`src/rtl/riscv_mem_pkg.sv`:
```
// rtl/riscv_mem_pkg.sv - shared owner encoding and widths for the unified program/data memory port
package riscv_mem_pkg;

  localparam int DATA_W = 32;
  localparam int BE_W   = DATA_W / 8;

  // Who receives the read data returned in the cycle after a grant
  typedef enum logic [1:0] {
    OWN_NONE   = 2'd0,
    OWN_IFETCH = 2'd1,
    OWN_DLOAD  = 2'd2
  } owner_e;

endpackage

```
`src/rtl/arb_starve_counter.sv`:
```
// rtl/arb_starve_counter.sv - counts consecutive denied fetch cycles and raises the fetch override
module arb_starve_counter #(
  parameter int STARVE_MAX = 4
) (
  input  logic CLK,
  input  logic RSTn,
  input  logic req_i,
  input  logic gnt_i,
  output logic override_o
);

  logic [3:0] cnt_q, cnt_d;

  always_comb begin
    cnt_d = 4'd0;
    if (req_i && !gnt_i) begin
      cnt_d = (cnt_q == 4'(STARVE_MAX)) ? cnt_q : cnt_q + 4'd1;
    end
  end

  always_ff @(posedge CLK) begin
    if (!RSTn) cnt_q <= 4'd0;
    else       cnt_q <= cnt_d;
  end

  assign override_o = (cnt_q == 4'(STARVE_MAX));

endmodule

```
`src/rtl/mem_port_arbiter.sv`:
```
// rtl/mem_port_arbiter.sv - shares one single-port SRAM between instruction fetch and load/store
module mem_port_arbiter
  import riscv_mem_pkg::*;
#(
  parameter int AWIDTH     = 10,
  parameter int DWIDTH     = DATA_W,
  parameter int STARVE_MAX = 4
) (
  input  logic                CLK,
  input  logic                RSTn,
  input  logic                I_REQ,
  input  logic [11:0]         I_ADDR,
  output logic                I_GNT,
  output logic                I_RVALID,
  output logic [DWIDTH-1:0]   I_RDATA,
  input  logic                D_REQ,
  input  logic                D_WE,
  input  logic [11:0]         D_ADDR,
  input  logic [DWIDTH/8-1:0] D_BE,
  input  logic [DWIDTH-1:0]   D_WDATA,
  output logic                D_GNT,
  output logic                D_RVALID,
  output logic [DWIDTH-1:0]   D_RDATA,
  output logic                M_CSN,
  output logic                M_WEN,
  output logic [AWIDTH-1:0]   M_ADDR,
  output logic [DWIDTH/8-1:0] M_BE,
  output logic [DWIDTH-1:0]   M_DI,
  input  logic [DWIDTH-1:0]   M_DOUT,
  output logic [31:0]         CONFLICT_CNT
);

  logic   fetch_ovr;
  logic   i_gnt, d_gnt;
  owner_e owner_q, owner_d;
  logic [31:0] conflict_q, conflict_d;

  // Byte-offset bits never reach the word-addressed SRAM
  logic unused_addr_bits;
  assign unused_addr_bits = ^{I_ADDR[1:0], D_ADDR[1:0]};

  arb_starve_counter #(.STARVE_MAX(STARVE_MAX)) u_starve (
    .CLK        (CLK),
    .RSTn       (RSTn),
    .req_i      (I_REQ),
    .gnt_i      (i_gnt),
    .override_o (fetch_ovr)
  );

  always_comb begin
    i_gnt = 1'b0;
    d_gnt = 1'b0;
    if (RSTn) begin
      i_gnt = I_REQ && (!D_REQ || fetch_ovr);
      d_gnt = D_REQ && !i_gnt;
    end
  end

  always_comb begin
    M_CSN  = 1'b1;
    M_WEN  = 1'b1;
    M_ADDR = '0;
    M_BE   = '0;
    M_DI   = '0;
    if (i_gnt) begin
      M_CSN  = 1'b0;
      M_ADDR = I_ADDR[AWIDTH+1:2];
    end else if (d_gnt) begin
      M_CSN  = 1'b0;
      M_WEN  = !D_WE;
      M_ADDR = D_ADDR[AWIDTH+1:2];
      M_BE   = D_BE;
      if (D_WE) M_DI = D_WDATA;
    end
  end

  always_comb begin
    owner_d = OWN_NONE;
    if (i_gnt)               owner_d = OWN_IFETCH;
    else if (d_gnt && !D_WE) owner_d = OWN_DLOAD;
  end

  always_comb begin
    conflict_d = conflict_q;
    if (I_REQ && D_REQ && (conflict_q != 32'hFFFF_FFFF)) conflict_d = conflict_q + 32'd1;
  end

  always_ff @(posedge CLK) begin
    if (!RSTn) begin
      owner_q    <= OWN_NONE;
      conflict_q <= 32'd0;
    end else begin
      owner_q    <= owner_d;
      conflict_q <= conflict_d;
    end
  end

  // Read data returned while reset is held belongs to an abandoned access
  assign I_GNT        = i_gnt;
  assign D_GNT        = d_gnt;
  assign I_RVALID     = RSTn && (owner_q == OWN_IFETCH);
  assign D_RVALID     = RSTn && (owner_q == OWN_DLOAD);
  assign I_RDATA      = M_DOUT;
  assign D_RDATA      = M_DOUT;
  assign CONFLICT_CNT = conflict_q;

endmodule

```
`config.mk`:
```
export PLATFORM = sky130hd
export DESIGN_NAME = mem_port_arbiter
export DESIGN_NICKNAME = d
export VERILOG_FILES = /design/src/rtl/riscv_mem_pkg.sv /design/src/rtl/arb_starve_counter.sv /design/src/rtl/mem_port_arbiter.sv
export SDC_FILE = /design/constraint.sdc
export NUM_CORES = 1
export LEC_CHECK = 0
export CORE_MARGIN = 4
export CORE_UTILIZATION = 33
export CTS_BUF_LIST = sky130_fd_sc_hd__clkbuf_2
export DETAILED_ROUTE_END_ITERATION = 10
export PLACE_DENSITY = 0.84
export REMOVE_ABC_BUFFERS = 1
export SYNTH_ARGS = -nofsm -noshare
export SYNTH_HDL_FRONTEND = slang
export SYNTH_SLANG_ARGS = --single-unit
```
`constraint.sdc`:
```
create_clock -name CLK -period 3.05 [get_ports CLK]
set_clock_uncertainty 0.15 [all_clocks]
set_input_delay 0.305 -clock CLK [delete_from_list [all_inputs] [get_ports CLK]]
set_output_delay 0.305 -clock CLK [all_outputs]
set_load 0.05 [all_outputs]
```
==> metrics.csv <==
metric,value,unit
cts_buffers,5,
path_class,reg -> out,
cts_tree,done,
grt_pass1_vias,2872,
seq_area_frac_synth,27.3,%
cp_cell_sequence,inv_1 > ha_1 > nor2b_1 > a31oi_4 > buf_4 > and3_1 > buf_12,
ys.flop_type,dfxtp_1,
power_leakage,1.67,nW
finalPower,1.16,mW
grt_start_max_net_pins,51,
cp_max_fo,50,
port_buffers,144,
synth_top_area_cell,dfxtp_1,
p_sw,0.345,mW
dp_slack,289,ps
drt_first_pass_iters,4,
tns,0,ps
grt_pass1_wl,16.3,mm
worstMarginPinSlew,721,ps
clk_latency,400,ps
grt_use_met3,12.8,%
cp_slowest_cell,dfxtp_1,
grt.met1_usage,24.6,%
cp.required,2590,ps
gp_congestion,0.832,
synth.avg_cell_area,7.94,sq um
overflow,0,
multiInputGateArea,1450,sq um
end_kind,output port,
dp.cells,526,
async_reset_ff_share,0,%
maxSlewHeadroom,50.7,%
synth.top_cell.area_share,27.3,%
remaining_drc_errors,0,
postRouteAntennaNets,0,
power_density,264,nW/um^2
rsz0062_at_grt,no,
sequentialPowerShare,43.3,%
syn_inst,351,
intPower,0.817,mW
synthesis.area,2790,sq um
setup_violations,0,
vias,2910,
fp.coreArea,8220,sq um
critical_path.top_delay_family,buffers and inverters,
maxCapViolations,0,
switching_share,29.7,%
die_h,99.9,um
die_area,9980,sq um
start_util,33.9,%
finalWorstSetupSlack,310,ps
root_buffer,clkbuf_2,
slew_viol_final,0,
fin_crit_sh,89.8,%
post_cts_buffers,0,
drt_wl_total,11.1,mm
drive_above_1_share,17.9,%
cts_max_path_buffers,2,
regArea,761,sq um
max_freq,365,MHz
use_met2,32.6,%
ys.warnings.count,0,
antenna_found_initial,0,
cts_resized,0,
die_w,99.9,um
fillCellCount,710,
hold_viol_final,0,
diodes,0,
rows,33,
synth.top_cells.by_count,"buf_4 (64), dfxtp_1 (38), and3_1 (35)",
start_kind,flip-flop,
netlist_top_cells_area,"dfxtp_1 (27%), buf_4 (17%), and3_1 (7.9%)",
drt-initial-drc-count,166,
status,"finished, final reports clean",
period_needed,2740,ps
clk_pin_slew,210,ps
cpPeakStageDelay,420,ps
combPwrFrac,30.4,%
cts_hold_buffers,0,
gr-usage-all-layers,21.2,%
viasPerCell,5.45,
final_cells,534,
synthDistinctLibCells,50,
synth_edf_count,0,
ioPinCount,245,
clkPwrFrac,26.3,%
worst-path-buf-inv,3,
cts_num_sinks,38,
cp.arrival,2290,ps
hold_path.class,reg -> reg,
synthToLayoutAreaGrowth,58.3,%
dp.final_hpwl,9.45,mm
yosysMostFrequentCell,buf_4,
wl_per_cell,20.8,um
ir_worst_vdd,0.000123,V
busiest_layer,met2,
ys_ff_latch,38,
cts-htree-levels,2,
fin_nets,528,
## layer usage
layer / up-vias / wire length, um / part of all wire, %
li1: 1354 / - / -
met1: 1334 / 4230 / 38
met2: 209 / 4900 / 44
met3: 13 / 1800 / 16
met4: 0 / 181 / 1.6
met5: - / 0 / 0
## power groups by stage
stage | combinational (mW) | clock, mW | sequential [mW]
after floorplan | 0.132 | 0 | 0.519
after global placement | 0.350 | 0 | 0.514
after detailed placement | 0.355 | 0 | 0.514
after CTS | 0.355 | 0.316 | 0.504
after global routing | 0.367 | 0.334 | 0.505
final | 0.353 | 0.306 | 0.504
## cell type report
class	instances	area share (%)
Inverter	8	0.993
Sequential cell	38	17.2
Tap cell	105	2.98
Timing Repair Buffer	149	44.5
Multi-Input combinational cell	226	32.8
Clock buffer	5	0.567
Clock inverter	3	0.908
## state kept, by name (all words and copies together) (netlist names)
signal and flops:
owner_q 2, u_starve.cnt_q 4, CONFLICT_CNT 32
## cell usage in the layout (no fill, tap or decap), drive strengths merged, types with 2 or more instances in the layout
cell | synthesis | layout
a2111oi | 2 | 2
nand3b | 2 | 2
clkdlybuf4s50 | 0 | 92
mux2i | 6 | 6
xor2 | 2 | 2
nor2b | 2 | 2
clkbuf | 14 | 5
nand3 | 12 | 12
nand2b | 6 | 6
dfxtp | 38 | 38
o31ai | 5 | 5
inv | 7 | 7
and3 | 37 | 37
ha | 3 | 3
a21oi | 20 | 20
nor2 | 20 | 20
and2 | 6 | 6
or3 | 7 | 7
or4 | 4 | 4
xnor2 | 8 | 8
a211oi | 4 | 4
clkinv | 0 | 2
nor3 | 4 | 4
o21ai | 8 | 8
nand2 | 24 | 24
a22o | 10 | 10
and4 | 5 | 5
a31oi | 2 | 2
bufinv | 1 | 2
buf | 65 | 57
nand4 | 12 | 12
nor4 | 4 | 4
## cell families (layout without fill, tap and decap cells)
| group | Yosys count | in the layout | share of synthesized area [%] |
|---|---|---|---|
| compound gates | 58 | 58 | 13.9 |
| xor+xnor | 10 | 10 | 3.14 |
| fa+ha+maj | 3 | 3 | 1.35 |
| buf+inv | 87 | 165 | 21.3 |
| flops | 38 | 38 | 27.3 |
| mux | 6 | 6 | 2.15 |
| simple gates | 149 | 149 | 30.9 |
## stage by stage
step	hold slack [ps]	instance area, sq um	utilization, %
6_report	340	4410	53.7
5_1_grt	376	4410	53.7
4_1_cts	345	4410	53.7
3_5_place_dp	300	4350	52.9
3_3_place_gp	292	4350	52.9
2_1_floorplan	227	2240	-
## final timing paths
path	slack, ps	from	depth (start not counted)	to
hold reg to reg	340	u_starve.cnt_q[0]	1	u_starve.cnt_q[0]
setup reg to reg	660	CONFLICT_CNT[0]	6	CONFLICT_CNT[18]
hold / removal	340	u_starve.cnt_q[0]	1	u_starve.cnt_q[0]
setup / recovery	310	u_starve.cnt_q[0]	7	M_DI[31]
## worst register-to-register path: stages, from the launching register on
cell and delay, ps:
dfxtp_1 440, ha_1 210, nand3_2 160, or3_1 440, a211o_1 410, or3_1 360
a21oi_1 150
(Power assumes the default switching activity.)
